<file path="src/rtl/hazard_fwd_ctrl_pkg.sv">
// hazard_fwd_ctrl_pkg: shared stage-entry types, forward-select codes and divider states.
// Register addresses are zero-extended to RA_MAX bits inside the tracked entries.
package hazard_fwd_ctrl_pkg;

   localparam int RA_MAX  = 8;
   localparam int FWD_RF  = 0;
   localparam int FWD_MEM = 1;

   typedef enum logic {DIV_IDLE, DIV_BUSY} div_state_t;

   typedef struct packed {
      logic              valid;
      logic [RA_MAX-1:0] rs1;
      logic [RA_MAX-1:0] rs2;
      logic [RA_MAX-1:0] rd;
      logic              rd_we;
      logic              mem_to_reg;
      logic              mem_acc;
      logic              is_div;
   } ex_entry_t;

   typedef struct packed {
      logic              valid;
      logic [RA_MAX-1:0] rd;
      logic              rd_we;
      logic              mem_to_reg;
      logic              mem_acc;
   } dn_entry_t;

   function automatic logic writes(dn_entry_t e, logic [RA_MAX-1:0] a);
      return e.valid && e.rd_we && e.rd != '0 && e.rd == a;
   endfunction

endpackage

</file>
<file path="src/rtl/div_occupancy_fsm.sv">
// div_occupancy_fsm: holds a divide in EX for DIV_LAT frozen cycles, counting through memory
// stalls; a finished divide waits in BUSY at count 0 until memory lets the pipeline move.
module div_occupancy_fsm
   import hazard_fwd_ctrl_pkg::*;
#(
   parameter int DIV_LAT = 33
) (
   input  logic clk,
   input  logic rst_n,
   input  logic ex_div,
   input  logic mem_stall,
   output logic div_start,
   output logic div_busy
);

   localparam int CW = $clog2(DIV_LAT);

   div_state_t     state;
   logic [CW-1:0]  cnt;

   assign div_start = rst_n && state == DIV_IDLE && ex_div && !mem_stall;
   assign div_busy  = div_start || (rst_n && state == DIV_BUSY && cnt != '0);

   always_ff @(posedge clk) begin
      if (!rst_n) begin
         state <= DIV_IDLE;
         cnt   <= '0;
      end else if (state == DIV_IDLE) begin
         if (div_start) begin
            state <= DIV_BUSY;
            cnt   <= CW'(DIV_LAT - 1);
         end
      end else if (cnt != '0) begin
         cnt <= cnt - 1'b1;
      end else if (!mem_stall) begin
         state <= DIV_IDLE;
      end
   end

endmodule

</file>
<file path="src/rtl/hazard_fwd_ctrl.sv">
// hazard_fwd_ctrl: tracks EX and post-EX stage entries and derives stall, bubble, flush,
// operand forwarding and divider occupancy for a simple in-order pipeline.
module hazard_fwd_ctrl
   import hazard_fwd_ctrl_pkg::*;
#(
   parameter int NUM_FWD = 2,
   parameter int DIV_LAT = 33,
   parameter int RA_W    = 5
) (
   input  logic                           clk,
   input  logic                           rst_n,
   input  logic                           id_valid,
   input  logic                           id_rs1_used,
   input  logic                           id_rs2_used,
   input  logic                           id_rd_we,
   input  logic                           id_mem_to_reg,
   input  logic                           id_mem_acc,
   input  logic                           id_branch,
   input  logic                           id_is_div,
   input  logic [RA_W-1:0]                id_rs1_addr,
   input  logic [RA_W-1:0]                id_rs2_addr,
   input  logic [RA_W-1:0]                id_rd_addr,
   input  logic                           branch_taken,
   input  logic                           dmem_ready,
   output logic                           pc_en,
   output logic                           if_id_en,
   output logic                           id_ex_bubble,
   output logic                           if_id_flush,
   output logic [$clog2(NUM_FWD+1)-1:0]   fwd_a,
   output logic [$clog2(NUM_FWD+1)-1:0]   fwd_b,
   output logic                           br_fwd_a,
   output logic                           br_fwd_b,
   output logic                           div_start,
   output logic                           div_busy
);

   localparam int FW = $clog2(NUM_FWD + 1);

   ex_entry_t          ex, id_entry;
   dn_entry_t          dn [NUM_FWD];
   logic [RA_MAX-1:0]  rs1, rs2;
   logic               mem_stall, freeze, load_use, ex_hit, mem_hit, stall;

   assign rs1      = RA_MAX'(id_rs1_addr);
   assign rs2      = RA_MAX'(id_rs2_addr);
   assign id_entry = '{valid: id_valid, rs1: rs1, rs2: rs2, rd: RA_MAX'(id_rd_addr),
                       rd_we: id_rd_we, mem_to_reg: id_mem_to_reg, mem_acc: id_mem_acc,
                       is_div: id_is_div};

   assign mem_stall = dn[0].valid && dn[0].mem_acc && !dmem_ready;

   div_occupancy_fsm #(.DIV_LAT(DIV_LAT)) u_div (
      .clk       (clk),
      .rst_n     (rst_n),
      .ex_div    (ex.valid && ex.is_div),
      .mem_stall (mem_stall),
      .div_start (div_start),
      .div_busy  (div_busy)
   );

   assign freeze   = rst_n && (div_busy || mem_stall);
   assign load_use = ex.valid && ex.mem_to_reg && ex.rd != '0 &&
                     ((id_rs1_used && rs1 == ex.rd) || (id_rs2_used && rs2 == ex.rd));
   assign ex_hit   = ex.valid && ex.rd_we && ex.rd != '0 &&
                     ((id_rs1_used && rs1 == ex.rd) || (id_rs2_used && rs2 == ex.rd));
   assign mem_hit  = dn[0].valid && dn[0].mem_to_reg &&
                     ((id_rs1_used && rs1 == dn[0].rd) || (id_rs2_used && rs2 == dn[0].rd));
   assign stall    = rst_n && (load_use || (id_branch && (ex_hit || mem_hit)));

   assign pc_en        = !(freeze || stall);
   assign if_id_en     = pc_en;
   assign id_ex_bubble = stall && !freeze;
   assign if_id_flush  = rst_n && id_valid && id_branch && branch_taken && !freeze && !stall;
   assign br_fwd_a     = rst_n && writes(dn[0], rs1) && !dn[0].mem_to_reg;
   assign br_fwd_b     = rst_n && writes(dn[0], rs2) && !dn[0].mem_to_reg;

   // Walk from the oldest stage down so the youngest matching producer wins.
   always_comb begin
      fwd_a = FW'(FWD_RF);
      fwd_b = FW'(FWD_RF);
      if (rst_n)
         for (int k = NUM_FWD - 1; k >= 0; k--) begin
            if (writes(dn[k], ex.rs1)) fwd_a = FW'(k + FWD_MEM);
            if (writes(dn[k], ex.rs2)) fwd_b = FW'(k + FWD_MEM);
         end
   end

   always_ff @(posedge clk) begin
      if (!rst_n) begin
         ex <= '0;
         for (int k = 0; k < NUM_FWD; k++) dn[k] <= '0;
      end else if (!freeze) begin
         ex    <= stall ? '0 : id_entry;
         dn[0] <= '{valid: ex.valid, rd: ex.rd, rd_we: ex.rd_we,
                    mem_to_reg: ex.mem_to_reg, mem_acc: ex.mem_acc};
         for (int k = 1; k < NUM_FWD; k++) dn[k] <= dn[k-1];
      end
   end

endmodule

</file>
<file path="config.mk">
export PLATFORM = sky130hd
export DESIGN_NAME = hazard_fwd_ctrl
export DESIGN_NICKNAME = d
export VERILOG_FILES = /design/src/rtl/hazard_fwd_ctrl_pkg.sv /design/src/rtl/div_occupancy_fsm.sv /design/src/rtl/hazard_fwd_ctrl.sv
export SDC_FILE = /design/constraint.sdc
export NUM_CORES = 1
export LEC_CHECK = 0
export ABC_AREA = 1
export BUFFER_PORTS_ARGS = -buffer_cell sky130_fd_sc_hd__buf_2
export CORE_ASPECT_RATIO = 0.6
export CORE_MARGIN = 2
export CORE_UTILIZATION = 40
export DETAILED_ROUTE_END_ITERATION = 10
export GPL_TIMING_DRIVEN = 1
export PLACE_DENSITY = 0.58
export SLEW_MARGIN = 15
export SYNTH_ARGS = -nofsm -noshare
export SYNTH_HDL_FRONTEND = slang
export SYNTH_SLANG_ARGS = --single-unit
</file>
<file path="constraint.sdc">
create_clock -name clk -period 4.8 [get_ports clk]
set_input_delay 0.48 -clock clk [delete_from_list [all_inputs] [get_ports clk]]
set_output_delay 0.48 -clock clk [all_outputs]
set_load 0.005 [all_outputs]
</file>
==> qor.log <==
[run_status] outcome finished, final reports clean
[layout] share of layout cells above drive strength 1 0.194
[cts] clock sink total 43
[yosys] leading cell types by total area after synthesis dfxtp_1 (21%), edfxtp_1 (19%), nand2_1 (16%), nand4_1 (5.9%), inv_1 (5.6%)
[layout] filler-free cell count of the finished design 470
[detailed_routing] Post-route DRC 0
[floorplanning] width of the die 107 um
[global_route] via count of the first global-routing pass 2116
[cts] later-pin clock latency in the skew report 300 ps
[layout] number of inserted diodes 0
[cts] CTS Buffer Depth 2
[pwr] switching power 0.000220 W
[placed_design] placed cell count 462
[sta] fraction of the cycle the final worst path needs 0.593
[yosys] Yosys warning count 0
[layout] core utilization of the finished layout 0.462
[placed_design] post-place instance area 0.00275 sq mm
[sta] Slew Limit Fails 0
[layout] area growth from synthesis to layout 11.0%
[sta] RSZ-0062 raised after global routing false
[detailed_routing] count of vias placed by the detailed router 2338
[yosys] synthesized cell area 0.00255 sq mm
[yosys] number of instances in the synthesized netlist 352
[pwr] fraction of power spent switching nets 0.287
[yosys] share of synthesized area occupied by flip-flops and latches 0.400
[floorplanning] Top Ports 39
[sta] Final Setup Violations 0
[cts] H-tree depth 2
[pwr] Combinational Power Share 0.151
[yosys] Mean Syn Cell Area 7.25 sq um
[pwr] leak pwr 1.37 nW
[layout] Final Net Count 414
[yosys] most common cell in the netlist nand2_1
[cts] number of buffers added by the clock tree synthesis step 5
[critical_path] data arrival time of the critical path 2370 ps
[floorplanning] Vert. Die Dim 65.9 um
[detailed_routing] First-pass DRT Iterations 4
[critical_path] kind of start point of the critical path register
[global_route] overall global routing resource usage 0.203
[placed_design] quantity of I/O buffers inserted on ports 38
[sta] number of hold-slack violations in the final timing report 0
[pwr] cell area power density 270 mW/mm^2
[placed_design] minimum setup slack after placement 2190 ps
[yosys] top cells by instance count after synthesis nand2_1 (106), inv_1 (38), nor2_1 (31)
[job] max-cap violation count 0
[floorplanning] DIE AREA 0.00706 sq mm
[sta] setup total negative slack 0 ps
[pwr] total internal power 0.000545 W
[placed_design] DPL Wire Length 5050 um
[detailed_routing] number of routed nets with antenna violations 0
[critical_path] Crit. End Element primary output
[layout] number of filler instances in the final layout 623
[cts] total of cells resized after clock tree synthesis 0
[pwr] clock group share of total power 0.301
[detailed_routing] sum of routed wire length over all layers 6540 um
[global_route] first-pass GRT wire length 10900 um
[detailed_routing] drt wl/cell 13.9 um
[floorplanning] placeable core region 0.00614 sq mm
[layout] cell area after layout 0.00283 sq mm
[cts] setup fix buffers added after clock tree synthesis 0
[sta] upper clock frequency limit 351 MHz
[sta] Clock Skew 5.25 ps
[detailed_routing] routed vias/inst 4.97
[floorplanning] num rows 22
[sta] smallest setup slack after layout 1950 ps
[cts] clock-pin transition on the worst setup and hold timing paths 80 ps
[global_route] maximum number of pins on one net before global-route repair 23
[cts] clock tree from TritonCTS built
[yosys] Synth Net Count 381
[min_path] worst hold path type in -> reg
[yosys] cell taking the most area after synthesis dfxtp_1
[critical_path] critical path required time 4320 ps
[yosys] unique cell type count in the Yosys netlist 33
[yosys] Primary FF master, synth dfxtp_1
[sta] slew at the pin closest to its max-slew limit 779 ps
[yosys] flip-flop and latch count after synthesis 43
[critical_path] highest fanout seen on the critical path 21
[yosys] top cell type's share of synthesized area 0.212
[placed_design] routability cong. 0.854
[cts] CTS Root Cell clkbuf_8
[critical_path] Critical Setup Path Class reg -> out
[sta] slew margin rel. 0.479
[floorplanning] Initial Utilization 0.416
[yosys] count of flip-flops with a built-in enable after synthesis 16
[cts] quantity of hold-fixing buffers added after cts 0
[global_route] number of antenna violations at the first check in global routing 0
[layout] Sequential Area 0.00102 sq mm
[pwr] sequential cell fraction of total power 0.549
[layout] area of the multi-input gates 0.00126 sq mm
[pwr] IR Drop Worst-Case VDD 0.119 mV
[yosys] share of flip-flops with an asynchronous set or reset 0
[global_route] final global-route overflow total 0
[sta] Min Clock Period, post-route 2850 ps
[detailed_routing] violation count after the first detailed-route iteration 184
## metal layers
| metal | GRT usage | wire length, um |
|---|---|---|
| met1 | 0.319 | 3590 |
| met2 | 0.278 | 2470 |
| met3 | 0.0374 | 423 |
| met4 | 0.0568 | 68 |
| met5 | 0 | 0 |
## cells by family (layout without fill, tap and decap cells)
kind of cell	Yosys count	after routing	share of synthesized area
adder cells (fa/ha/maj)	2	2	0.00980
buffers and inverters	57	91	0.105
flip-flops	43	43	0.400
XOR/XNOR	15	15	0.0515
AO/OA/AOI/OAI	26	26	0.0583
AND/OR/NAND/NOR	209	209	0.375
## worst max-delay path, cell delays in order (launching register included)
cell,delay [ps]
dfxtp_1,310
inv_1,140
ha_1,180
nand3_1,100
nand3_1,150
nand3_4,110
nor2_4,440
inv_2,310
a21oi_2,180
buf_2,130
## stage by stage
stage,power (W),hold WS (ps)
final,0.000765,409
after global routing,0.000808,408
after CTS,0.000771,408
after detailed placement,0.000542,445
after global placement,0.000542,442
after floorplan,0.000504,426
## sequential cells by signal, indices dropped and copies added, names as in the netlist
| signal | flops |
|---|---|
| ex | 20 |
| dn | 16 |
| u_div.cnt | 6 |
| u_div.state | 1 |
## power groups by stage
stage | Clock, W | Sequential [W] | Combinational (W)
floorplan | 0 | 0.000420 | 0.0000844
detailed placement | 0 | 0.000428 | 0.000114
finish | 0.000230 | 0.000420 | 0.000115
global route | 0.000252 | 0.000423 | 0.000132
global placement | 0 | 0.000428 | 0.000114
CTS | 0.000237 | 0.000420 | 0.000115
## cell type report
cell class | instances | share of cell area
clock inverter | 2 | 0.00442
tap | 84 | 0.0371
sequential | 43 | 0.360
multi-input combinational | 252 | 0.446
timing repair buffer | 38 | 0.0671
inverter | 45 | 0.0596
clock buffer | 6 | 0.0256
## placed cells by master, fill, tap and decap left out, types with 2 or more instances in the layout
cell	n
nand3_1	16
nand2_2	4
edfxtp_1	16
dfxtp_1	27
nor2_2	13
nor3_1	7
ha_1	2
clkbuf_8	5
xor2_1	5
nor2_1	31
inv_2	7
or2_2	2
buf_2	38
nand2_1	106
o21ai_0	11
xnor2_1	10
inv_1	38
a21oi_1	8
nand4_1	24
## final timing paths
| kind | slack [ps] | start | cells after the start | to |
|---|---|---|---|---|
| max | 1950 | u_div.cnt[0] | 9 | id_ex_bubble |
| min | 410 | id_rd_addr[2] | 3 | ex[6] |
| max reg2reg | 2730 | u_div.cnt[0] | 8 | dn[0][19] |
| min reg2reg | 460 | ex[3] | 2 | ex[3] |
(Power assumes the default switching activity.)
